## src/rtl/time_ctrl.sv

```systemverilog
// time_ctrl: 24-hour hh:mm:ss clock driven by a RANGE-cycle prescaler, with set-hour/set-minute modes.
// Optional macro HOURLY_CHIME_EN adds a chime output held high for RANGE*hour cycles after each hour rollover.
module time_ctrl #(
    parameter int unsigned     WIDTH = 32,
    parameter longint unsigned RANGE = 64'd100000000
) (
    input  logic       clk_src,
    input  logic       reset,
    input  logic       mode_btn,
    input  logic       inc_btn,
    output logic       tick,
    output logic [4:0] hour,
    output logic [5:0] min,
    output logic [5:0] sec,
    output logic [1:0] mode
`ifdef HOURLY_CHIME_EN
    ,
    output logic       chime
`endif
);

    typedef enum logic [1:0] {
        RUN      = 2'd0,
        SET_HOUR = 2'd1,
        SET_MIN  = 2'd2
    } mode_t;

    localparam logic [WIDTH-1:0] PRESC_LAST = WIDTH'(RANGE - 64'd1);
    localparam logic [WIDTH-1:0] PRESC_ONE  = WIDTH'(1);

    mode_t            mode_reg;
    mode_t            mode_next;
    logic [WIDTH-1:0] presc_reg;
    logic             tick_reg;
    logic [4:0]       hour_reg;
    logic [5:0]       min_reg;
    logic [5:0]       sec_reg;

    logic             tick_due;
    logic             sec_last;
    logic             min_last;
    logic             hour_last;
    logic [4:0]       hour_inc;
    logic [5:0]       min_inc;
    logic [5:0]       sec_inc;

    always_comb begin
        tick_due  = (mode_reg == RUN) && (presc_reg == PRESC_LAST);
        sec_last  = (sec_reg == 6'd59);
        min_last  = (min_reg == 6'd59);
        hour_last = (hour_reg == 5'd23);
        sec_inc   = sec_last  ? 6'd0 : sec_reg + 6'd1;
        min_inc   = min_last  ? 6'd0 : min_reg + 6'd1;
        hour_inc  = hour_last ? 5'd0 : hour_reg + 5'd1;
        case (mode_reg)
            RUN:      mode_next = SET_HOUR;
            SET_HOUR: mode_next = SET_MIN;
            default:  mode_next = RUN;
        endcase
    end

    always_ff @(posedge clk_src) begin
        if (reset) begin
            mode_reg  <= RUN;
            presc_reg <= '0;
            tick_reg  <= 1'b0;
            hour_reg  <= '0;
            min_reg   <= '0;
            sec_reg   <= '0;
        end else begin
            tick_reg <= tick_due;
            if (tick_due) begin
                presc_reg <= '0;
                sec_reg   <= sec_inc;
                if (sec_last) begin
                    min_reg <= min_inc;
                    if (min_last)
                        hour_reg <= hour_inc;
                end
            end else if (mode_reg == RUN) begin
                presc_reg <= presc_reg + PRESC_ONE;
            end

            // A mode change wins over inc_btn; a due tick still lands its time update.
            if (mode_btn) begin
                mode_reg  <= mode_next;
                presc_reg <= '0;
                if (mode_reg == SET_MIN)
                    sec_reg <= '0;
            end else if (inc_btn) begin
                if (mode_reg == SET_HOUR)
                    hour_reg <= hour_inc;
                else if (mode_reg == SET_MIN)
                    min_reg <= min_inc;
            end
        end
    end

    assign tick = tick_reg;
    assign hour = hour_reg;
    assign min  = min_reg;
    assign sec  = sec_reg;
    assign mode = mode_reg;

`ifdef HOURLY_CHIME_EN
    localparam int unsigned   CW       = WIDTH + 5;
    localparam logic [CW-1:0] RANGE_CW = CW'(RANGE);

    logic [CW-1:0] chime_left_reg;
    logic [CW-1:0] chime_load;
    logic          chime_reg;
    logic          hour_carry;

    assign hour_carry = tick_due && sec_last && min_last;
    // Remaining high cycles after the load cycle itself.
    assign chime_load = RANGE_CW * CW'(hour_inc) - CW'(1);

    always_ff @(posedge clk_src) begin
        if (reset || mode_btn || (inc_btn && (mode_reg != RUN))) begin
            chime_reg      <= 1'b0;
            chime_left_reg <= '0;
        end else if (hour_carry) begin
            chime_reg      <= (hour_inc != 5'd0);
            chime_left_reg <= (hour_inc != 5'd0) ? chime_load : '0;
        end else if (chime_reg) begin
            if (chime_left_reg == '0)
                chime_reg <= 1'b0;
            else
                chime_left_reg <= chime_left_reg - CW'(1);
        end
    end

    assign chime = chime_reg;
`endif

endmodule

```

## config.mk

```make
export PLATFORM = sky130hd
export DESIGN_NAME = time_ctrl
export DESIGN_NICKNAME = d
export VERILOG_FILES = /design/src/rtl/time_ctrl.sv
export SDC_FILE = /design/constraint.sdc
export NUM_CORES = 1
export LEC_CHECK = 0
export ABC_AREA = 1
export CAP_MARGIN = 20
export CORE_AREA = 3 3 103 115
export DETAILED_ROUTE_END_ITERATION = 7
export DIE_AREA = 0 0 106 118
export PLACE_DENSITY = 0.51
export SLEW_MARGIN = 5
export SYNTH_ARGS = -nofsm -noshare
export SYNTH_HDL_FRONTEND = slang
export SYNTH_SLANG_ARGS = --single-unit
```

## constraint.sdc

```tcl
create_clock -name clk_src -period 3.3 [get_ports clk_src]
set_clock_uncertainty 0.2 [all_clocks]
set_input_delay 0.495 -clock clk_src [delete_from_list [all_inputs] [get_ports clk_src]]
set_output_delay 0.495 -clock clk_src [all_outputs]
set_load 0.01 [all_outputs]
```

==> summary.md, run 1 <==
The flow ran to the end, and the final reports show no timing, DRC or antenna violations. The routed layout has 2,809 vias. Entering global routing, the biggest net connects 15 pins.

For the count of hold buffers inserted by post-cts repair, the log shows 0. For the level count of the clock H-tree, the log shows 2. sky130_fd_sc_hd__nand2_1 is the most common cell in the netlist. The final count of hold timing violations came out at 0. Setup violations remaining at the end of the flow were counted as 0. The area growth from synthesis to layout is 17.8%. In this run the mean area of a mapped cell was 6.74 um2.

Counting flops with a built-in enable in the synthesized netlist gives 0. Once detail routing completed, the nets flagged for antenna violations numbered 0. In the final routed layout, each cell accounts on average for 11.1 um.

The logs give 0 for the max-slew violation count and 40 for the number of placement rows. The run gives 0.699 as the normalized max-slew margin. Worst slack at placement: 0.906 ns. The tools report the final wirelength as 7040 um. The first TritonRoute pass finished after 4 iterations.

For the pin with the worst max-slew slack, the measured transition is 0.449 ns. Clock-pin slew was measured on the worst setup and hold paths at 0.06 ns. The minimum period implied by the final worst setup slack was 2.08 ns. By count the netlist is led by sky130_fd_sc_hd__nand2_1 (98), sky130_fd_sc_hd__nor2_1 (86), sky130_fd_sc_hd__inv_1 (57). The distinct cell type count after synthesis is 35. The layout has 1,185 filler cells. Power spread over the standard cell area amounts to 339 nW/um2.

The core region is 10,800 um2. Counting every net in the synthesized netlist gives 466. Once layout is complete, the cells apart from fillers number 634. The floorplan step set the die height to 118 um. The number of flip-flops and latches in the synthesized netlist came out at 52. The antenna diode count came out at 0.

The area share of the largest cell type after synthesis came out at 0.337. The via count normalized by instance count is 4.43, and the ratio of final minimum period to clock period is 0.629. Among all flip-flop cells after synthesis, the most frequent one is sky130_fd_sc_hd__dfxtp_1. The floorplan step defined a die boundary enclosing 12,500 um2. The synthesized design spends more area on one cell type than any other, namely sky130_fd_sc_hd__dfxtp_1.

Across the VDD grid, the largest voltage drop is 0.164 mV. The run gives 0 as the remaining global-route overflow. TritonCTS built the clock tree. The logs give 0.286 for the effective utilization at floorplan and 0 for the DRC violations left. Number of instances in the synthesized netlist: 458. Endpoint type of the worst setup path: a flop. The tools report the part of the Yosys area used for sequential elements as 0.337.

The number of antenna violations at the first check in global routing was 0. The total negative setup slack was 0 ns; the detailed placer's ending HPWL was 5640 um. The arrival time at the worst endpoint was 2.09 ns; the top-level I/O count was 24. The tools report the number of DRC markers in iteration 0 as 108. The worst min-delay path class was reg2reg. The register with the most flip-flops in the layout has 32 of them. The global routing usage summed across all routing layers was 0.119. The cell sitting at the root of the clock tree is a sky130_fd_sc_hd__clkbuf_16. For the weighted congestion at the end of routability-driven global placement, the log shows 0.817. Count of yosys warnings during synthesis: 0. The clock network latency to the later pin of the worst-skew pair is 0.28 ns, and the number of maximum-capacitance violations is 0.

The net count of the finished layout is 494. Buffers inserted during clock tree synthesis total 5. Timing would allow up to 0.482 GHz.

The area of the mapped netlist came out at 3090 um2. The via count of the first global-routing pass was 2,694; the final worst slack was 1.22 ns. The first global-routing pass estimated 12,400 um of wire. CTS saw 52 sinks. The proportion of synthesized flip-flops having asynchronous set or reset is 0.

In this run, post-CTS repair resized a total of 0 instances. By area the synthesized netlist is led by sky130_fd_sc_hd__dfxtp_1 (34%), sky130_fd_sc_hd__nand2_1 (12%), sky130_fd_sc_hd__nor2_1 (10%), sky130_fd_sc_hd__inv_1 (6.9%), sky130_fd_sc_hd__nand3_1 (4.9%). Setup repair after global routing left no endpoint under its margin. Once placement completed, the tool counted placed cells totaling 626. For this design the static power due to leakage is 1.45 nW. STA classifies the critical path startpoint as an input pin. Buffers added to address setup during post-CTS repair amount to 0. In this run the worst path has a maximum fanout of 14.

The die is 106 um wide. During placement, the flow inserted port buffers numbering 23. The number of buffers on the longest clock path is 2. Layout cell share with drive strength beyond 1: 0.105. The critical setup path kind was in2reg.

The required time at the worst-slack endpoint is 3.31 ns.
[per-stage QoR]
stage | hold WS, ns | power [mW] | cell area, um2 | utilization
2_1_floorplan | 0.248 | 0.697 | 3090 | -
3_3_place_gp | 0.264 | 0.723 | 3490 | 0.323
3_5_place_dp | 0.268 | 0.724 | 3490 | 0.323
4_1_cts | 0.279 | 1.26 | 3640 | 0.336
5_1_grt | 0.308 | 1.29 | 3640 | 0.336
6_report | 0.274 | 1.23 | 3640 | 0.336
[power breakdown]
group	leakage, nW	internal, mW	switching [mW]
sequential	0.420	0.633	0.00713
clock	0.0712	0.303	0.221
combinational	0.958	0.0258	0.0421
[final timing paths]
kind                               startpoint             to  slack (ns)  depth (start not counted)
worst max-delay path                    reset  presc_reg[18]        1.22                          5
worst max register to register   presc_reg[0]  presc_reg[14]        1.23                          9
worst min register to register  presc_reg[23]  presc_reg[23]        0.27                          2
worst min-delay path            presc_reg[23]  presc_reg[23]        0.27                          2
[layout by cell type (no fill, tap or decap), drive strengths merged, types with 8 or more instances in the layout]
cell type / count
nand2: 108
nor2: 96
inv: 65
dfxtp: 52
nand3: 39
clkdlybuf4s50: 23
a21oi: 17
nand4: 16
o21ai: 16
nor3: 15
xor2: 12
clkbuf: 8
[layout make-up]
| cell class | count | area, um2 | share of cell area |
|---|---|---|---|
| multi-input combinational | 337 | 1780 | 0.488 |
| sequential | 52 | 1040 | 0.286 |
| clock buffer | 8 | 146 | 0.0403 |
| inverter | 65 | 244 | 0.0671 |
| timing repair buffer | 25 | 245 | 0.0674 |
| tap | 147 | 184 | 0.0506 |
[per-layer routing]
metal / wire, um / up-vias / track usage / share of wire
met3: 227 / 8 / 0.0208 / 0.032
met5: 0 / - / 0 / 0
met2: 3340 / 30 / 0.206 / 0.47
met1: 3420 / 1264 / 0.152 / 0.49
li1: - / 1507 / - / -
met4: 55 / 0 / 0.0275 / 0.0078
[worst max-delay path, cell delays in order]
cell                              delay, ns
sky130_fd_sc_hd__clkdlybuf4s50_1       0.49
sky130_fd_sc_hd__inv_1                 0.35
sky130_fd_sc_hd__nand3_2               0.29
sky130_fd_sc_hd__buf_4                 0.28
sky130_fd_sc_hd__nor3b_1               0.17
[kinds of logic after synthesis]
logic type | synth area share
fa+ha+maj | 0.0162
compound gates | 0.0608
buf+inv | 0.0876
xor+xnor | 0.0426
simple gates | 0.456
flops | 0.337
Power figures use the tool's default switching activity.
==> run 2: changes to the inputs <==
--- a/config.mk
+++ b/config.mk
@@ -10,7 +10,7 @@
 export CORE_AREA = 3 3 103 115
 export DETAILED_ROUTE_END_ITERATION = 7
 export DIE_AREA = 0 0 106 118
-export PLACE_DENSITY = 0.51
+export PLACE_DENSITY = 0.52
 export SLEW_MARGIN = 5
 export SYNTH_ARGS = -nofsm -noshare
 export SYNTH_HDL_FRONTEND = slang
==> constraint.sdc (replaced) <==
create_clock -name clk_src -period 1.9 [get_ports clk_src]
set_clock_uncertainty 0.2 [all_clocks]
set_input_delay 0.285 -clock clk_src [delete_from_list [all_inputs] [get_ports clk_src]]
set_output_delay 0.285 -clock clk_src [all_outputs]
set_load 0.01 [all_outputs]
==> run 2 against run 1 <==
Compared with the run above:
- sequential power is 73% higher
- register-to-register slack worse by 1.1 ns
- die area stayed put
- via count is 5.0% higher
- combinational power is 110% higher
- critical path type is now reg2out
- non-clock buffer count is 22 higher
- flip-flop and latch count stayed put
==> summary.md, run 2 (synthesis gave the netlist of run 1 again) <==
The number of maximum-capacitance violations came out at 0 (unchanged). In this run the critical register-to-register path is launched from presc_reg[1]. For the clock network latency to the later pin of the worst-skew pair, the log shows 0.29 ns (about the same).

The library cell used most frequently in the layout, excluding fill and tap cells, is sky130_fd_sc_hd__nand2_1. The instance area after placement is 3630 um2 (+4.1%). The final worst slack came out at 0.0776 ns (-1.15 ns). The antenna diode count came out at 0 (unchanged).

The via count normalized by instance count is 4.50 (+1.5%). Leaving out fill and tap cells, the most frequent cells in the layout are sky130_fd_sc_hd__nand2_1 (98), sky130_fd_sc_hd__nor2_1 (83), sky130_fd_sc_hd__inv_1 (55). The reported leakage power was 1.58 nW (+9.4%). The clock-pin transition on the worst setup and hold timing paths was 0.07 ns (about the same).

The delay of the slowest critical-path stage is 0.59 ns (+0.10 ns), and the DRC violations left is 0 (unchanged). The via count of the first global-routing pass was 2,889 (+7.2%). The run gives 0 (unchanged) as the remaining global-route overflow. For the required time at the worst-slack endpoint, the log shows 1.41 ns (-1.90 ns). The tools report the normalized max-slew margin as 0.682 (-0.0170). The total negative setup slack was 0 ns (unchanged). For the final count of hold timing violations, the log shows 0 (unchanged). The cell family contributing the most delay on the critical path is buffers and inverters.

Based on the critical path, the design can be clocked at up to 0.549 GHz. The worst hold path begins at min[5]. The clock period could shrink to 1.82 ns. The overall via count from detail_route is 2,949 (+5.0%). The tree is rooted in a sky130_fd_sc_hd__clkbuf_16.

The largest fanout on the critical path is 4 (-10), and the clock buffer count from CTS is 5 (unchanged). The core outline area is 10,800 um2 (unchanged). The worst slack at placement was 0.0277 ns (-0.878 ns). Endpoint type of the worst setup path: an output port.

For the number of antenna violations at the first check in global routing, the log shows 0 (unchanged). The effective utilization at floorplan is 0.286 (unchanged), and the flip-flop count of the largest register after layout is 32 (unchanged). TritonCTS built the clock tree. The synthesis-to-finish area growth is 25.9%. The top-level I/O count is 24 (unchanged). The signal on the critical path passes through clkdlybuf4s50_1. The run finished with clean final reports. The smallest hold slack came out at 0.296 ns (+0.0211 ns). The number of sinks handled by clock tree synthesis came out at 52 (unchanged). The slowest stage of the critical path is the sky130_fd_sc_hd__clkdlybuf4s50_1 cell. The most critical setup path has its startpoint at mode[1]. The number of buffers on the longest clock path was 2 (unchanged). The logs give 16 (+1) for the maximum number of pins on one net before global-route repair and 0 (unchanged) for the count of final setup violators. The layout cell share with drive strength beyond 1 works out to 0.181 (+0.0760). The ratio of final minimum period to clock period works out to 0.959.

The power density over the cells was 588 nW/um2 (+74%); the level count of the clock H-tree was 2 (unchanged). The final design instance area without fill came out at 3890 um2 (+6.9%). The tools report the largest voltage drop on the vdd net as 0.329 mV (+100%). For the area of the die, the log shows 12,500 um2 (unchanged).

Arrival time at the worst endpoint: 1.34 ns (-0.75 ns). The overall die width was 106 um (unchanged); the first-pass GRT wire length was 13,000 um (+4.7%). The critical path startpoint category is a flop. In this run the worst hold path is classified as reg2reg. The number of DRC markers in iteration 0 was 160 (+48%). The worst setup path is of the reg2out kind. Detailed placer's ending HPWL: 5990 um (+6.2%). The residual antenna-violating net count after detailed routing is 0 (unchanged), and the global routing usage summed across all routing layers is 0.124 (+0.00550).

The total power of the final layout is 2.29 mW (+86%). The number of placement rows was 40 (unchanged); the port buffer count was 23 (unchanged). The max-slew violation count was 0 (unchanged); the count of hold buffers inserted by post-cts repair was 0 (unchanged). The iteration count of the initial detailed-routing pass was 4 (unchanged). The floorplan die height works out to 118 um (unchanged).

The count of buffering cells on the critical path with inverters included is 1 (-2). The logs give 516 (+4.5%) for the final net count and 7540 um (+7.0%) for the final wirelength. The weighted congestion at the end of routability-driven global placement is 0.812 (-0.64%), and the wire length per cell after detailed routing is 11.5 um (+3.4%). The worst-margin pin slew is 0.474 ns (+0.0253 ns).
## run 2: metrics by stage
stage | util | cells
2_1_floorplan | - | 458
3_3_place_gp | 0.336 | 645
3_5_place_dp | 0.336 | 645
4_1_cts | 0.351 | 653
5_1_grt | 0.360 | 656
6_report | 0.360 | 656
## run 2: final timing paths
kind / to / slack, ns / cells past startpoint
setup / recovery: mode[1] / 0.08 / 1
hold / removal: min[5] / 0.30 / 2
setup reg to reg: presc_reg[20] / 0.13 / 8
hold reg to reg: min[5] / 0.30 / 2
## run 2: final cells by class
class                   instances  area (um2)
repair buffers                 47         414
clock inverters                 2        35.0
clock buffers                   6         129
inverters                      65         246
flip-flops and latches         52        1050
well taps                     147         184
multi-input cells             337        1830
fillers                      1205        6920
## run 2: where the power goes
group          switching [mW]  internal, mW  leakage (nW)  total (mW)
combinational          0.0796        0.0620          1.08       0.142
clock                   0.410         0.621        0.0808        1.03
sequential             0.0140          1.10         0.424        1.11
## run 2: what timing repair did
item / in CTS / in global routing
endpoints found under the setup margin: 0 / 44
endpoints found under the hold margin: 0 / 0
setup buffers: 0 / 3
resized for setup: 0 / 25
## run 2: routing by layer
layer / vias up / wire length (um) / GRT usage / part of all wire
met5: - / 0 / 0 / 0
met4: 0 / 84 / 0.0251 / 0.011
met3: 8 / 251 / 0.0258 / 0.033
met2: 33 / 3790 / 0.230 / 0.50
met1: 1348 / 3410 / 0.147 / 0.45
li1: 1560 / - / - / -
==> run 3: changes to the inputs <==
--- a/config.mk
+++ b/config.mk
@@ -7,9 +7,9 @@
 export LEC_CHECK = 0
 export ABC_AREA = 1
 export CAP_MARGIN = 20
-export CORE_AREA = 3 3 103 115
+export CORE_AREA = 3 3 92 129
 export DETAILED_ROUTE_END_ITERATION = 7
-export DIE_AREA = 0 0 106 118
+export DIE_AREA = 0 0 95 132
 export PLACE_DENSITY = 0.52
 export SLEW_MARGIN = 5
 export SYNTH_ARGS = -nofsm -noshare
==> run 3 against run 2 <==
Compared with the run above:
- flip-flop and latch count unchanged
- critical path depth up 10
- clock power shrank 11%
- utilization fell by 0.21 points
- design area is essentially flat
- critical path type is now reg2reg
- critical endpoint is now min[5]
- largest cell class unchanged
==> summary.md, run 3 (synthesis gave the netlist of run 1 again) <==
The residual antenna-violating net count after detailed routing is 0 (unchanged). The cell class contributing the biggest share of worst-path delay was simple AND/OR/NAND/NOR gates. The tools report the number of maximum-capacitance violations as 0 (unchanged). The reported leakage power was 1.60 nW (+0.83%). The flow ran to the end, and the final reports show no timing, DRC or antenna violations.

The port buffer count was 23 (unchanged). The critical path goes through ha_4, nand3_4, nor2_4, nand2_4, nor2_8, nand3_4, nand2_4, buf_4, nand2_1, nand2_1, a21oi_1. The logs give 0 (unchanged) for the count of hold buffers inserted by post-cts repair and 0.358 (-0.00209) for the utilization after layout. The tools report the iteration count of the initial detailed-routing pass as 4 (unchanged).

For the remaining global-route overflow, the log shows 0 (unchanged). The combinational group share of total power was 0.065 (+0.003); the delay of the slowest critical-path stage was 0.37 ns (-0.22 ns). The run gives 0 (unchanged) as the antenna diode count. Minimum period implied by the final worst setup slack: 1.81 ns (-0.0145 ns).

Power density over the cells: 559 nW/um2 (-5.0%). The final design instance area without fill is 3880 um2 (about the same). The critical setup path kind was reg2reg. The number of placement rows was 45 (+13%); the clock-pin transition on the worst setup and hold timing paths was 0.07 ns (about the same).

The required time at the worst-slack endpoint was 1.88 ns (+0.47 ns). Effective utilization at floorplan: 0.284 (-0.00148). The layout cell share with drive strength beyond 1 came out at 0.178 (-0.00301). The worst-margin pin slew was 0.356 ns (-0.118 ns); the number of buffers on the longest clock path was 2 (unchanged).

The number of DRC markers in iteration 0 came out at 109 (-32%). The overall via count from detail_route came out at 2,948 (-0.034%). The clock network latency to the later pin of the worst-skew pair is 0.29 ns (about the same), and the number of filler instances in the final layout is 1,147 (-4.8%). The first-pass GRT wire length was 12,300 um (-5.0%).

The run gives 0 (unchanged) as the DRC violations left. Top-level I/O count: 24 (unchanged). The tools report the final count of hold timing violations as 0 (unchanged).

The via count normalized by instance count came out at 4.51 (+0.43%). The core outline area was 10,900 um2 (+0.52%); the instance area after placement was 3610 um2 (-0.62%). The highest-delay cell along the critical path was sky130_fd_sc_hd__dfxtp_4.

The final net count came out at 519 (+0.58%). Most common cell after layout, fill and taps aside: sky130_fd_sc_hd__nand2_1. The switching part of the total power works out to 0.223 (+0.00315).

In this run the clock root is driven by a sky130_fd_sc_hd__clkbuf_16. The count of buffering cells on the critical path with inverters included works out to 1 (unchanged). The clock buffer count from CTS was 5 (unchanged). The max-slew violation count is 0 (unchanged). The library cells used most frequently in the layout, excluding fill and tap cells, are sky130_fd_sc_hd__nand2_1 (98), sky130_fd_sc_hd__nor2_1 (81), sky130_fd_sc_hd__inv_1 (57). STA classifies the critical path startpoint as a flop.

The tools report the power share of the sequential group as 0.512 (+0.025). The proportion of power drawn by the clock network is 0.423 (-0.028). STA classifies the critical path endpoint as a flop.

The number of antenna violations at the first check in global routing was 0 (unchanged); the cell internal power dissipation was 1.69 mW (-5.4%). The maximum clock frequency is 0.553 GHz (+0.80%). The weighted congestion at the end of routability-driven global placement was 0.832 (+2.5%). The tools report the normalized max-slew margin as 0.761 (+0.0790).

Level count of the clock H-tree: 2 (unchanged). The floorplan die height is 132 um (+12%). The flip-flop count of the largest register after layout works out to 32 (unchanged). For the total negative setup slack, the log shows 0 ns (unchanged). The tools report the count of final setup violators as 0 (unchanged).

The run gives 485 uW (-3.7%) as the switching power. For the largest voltage drop on the vdd net, the log shows 0.365 mV (+11%). The wire length per cell after detailed routing is 11.7 um (+2.0%), and the maximum number of pins on one net before global-route repair is 15 (-1). Area of the die: 12,500 um2 (+0.26%). The worst min-delay path class is reg2reg. The largest fanout on the critical path is 6 (+2), and the ratio of final minimum period to clock period is 0.952 (-0.00762). The tools report the via count of the first global-routing pass as 2,742 (-5.1%). The run gives 7650 um (+1.6%) as the final wirelength. The detailed placer's ending HPWL is 6110 um (+2.0%). The global routing usage summed across all routing layers came out at 0.123 (-0.00149). The overall die width works out to 95 um (-10%). TritonCTS built the clock tree. The arrival time at the worst endpoint was 1.79 ns (+0.45 ns); the synthesis-to-finish area growth was 25.9% (about the same). The tools report the number of sinks handled by clock tree synthesis as 52 (unchanged).
run 3: path summary, 6_finish.rpt:
kind	start	end	slack, ns	cells after the start
worst max-delay path	presc_reg[1]	min[5]	0.09	11
worst min-delay path	presc_reg[23]	presc_reg[23]	0.28	2
worst max register to register	presc_reg[1]	min[5]	0.09	11
worst min register to register	presc_reg[23]	presc_reg[23]	0.28	2
run 3: power by group through the flow:
stage / combinational (mW) / clock [mW] / sequential [mW]
2_1_floorplan: 0.0719 / 0 / 1.14
3_3_place_gp: 0.137 / 0 / 1.14
3_5_place_dp: 0.138 / 0 / 1.14
5_1_grt: 0.158 / 0.993 / 1.11
4_1_cts: 0.138 / 0.948 / 1.11
6_report: 0.141 / 0.919 / 1.11
run 3: routing by layer:
layer  vias up  track usage  routed length [um]
li1       1557            -                   -
met1      1339        0.132                3080
met2        40        0.232                4210
met3        12       0.0228                 196
met4         0       0.0417                 168
met5         -            0                   0
run 3: worst register-to-register path, cell delays in order (launching register included):
cell                      delay (ns)
sky130_fd_sc_hd__dfxtp_4        0.37
sky130_fd_sc_hd__ha_4           0.15
sky130_fd_sc_hd__nand3_4        0.11
sky130_fd_sc_hd__nor2_4         0.16
sky130_fd_sc_hd__nand2_4        0.09
sky130_fd_sc_hd__nor2_8         0.13
sky130_fd_sc_hd__nand3_4        0.10
sky130_fd_sc_hd__nand2_4        0.12
sky130_fd_sc_hd__buf_4          0.14
sky130_fd_sc_hd__nand2_1        0.05
sky130_fd_sc_hd__nand2_1        0.05
sky130_fd_sc_hd__a21oi_1        0.04
run 3: cell type report:
| type | instances | area, um2 | area share |
|---|---|---|---|
| Multi-Input combinational cell | 337 | 1820 | 0.469 |
| Inverter | 65 | 246 | 0.0634 |
| Sequential cell | 52 | 1050 | 0.271 |
| Clock buffer | 8 | 146 | 0.0377 |
| Tap cell | 141 | 176 | 0.0454 |
| Timing Repair Buffer | 50 | 440 | 0.113 |
run 3: repair_timing:
action | 4_1_cts | 5_1_grt
endpoints found under the setup margin | 0 | 47
resized for setup | 0 | 26
buffers inserted | 0 | 8
endpoints found under the hold margin | 0 | 0
run 3: through the flow:
step / hold WS, ns / setup WS, ns / instances / power [mW]
2_1_floorplan: 0.157 / 0.0455 / 458 / 1.21
3_3_place_gp: 0.264 / 0.0934 / 637 / 1.27
3_5_place_dp: 0.274 / 0.0382 / 637 / 1.27
4_1_cts: 0.284 / 0.0186 / 645 / 2.20
5_1_grt: 0.331 / -0.0109 / 653 / 2.26
6_report: 0.281 / 0.0920 / 653 / 2.17
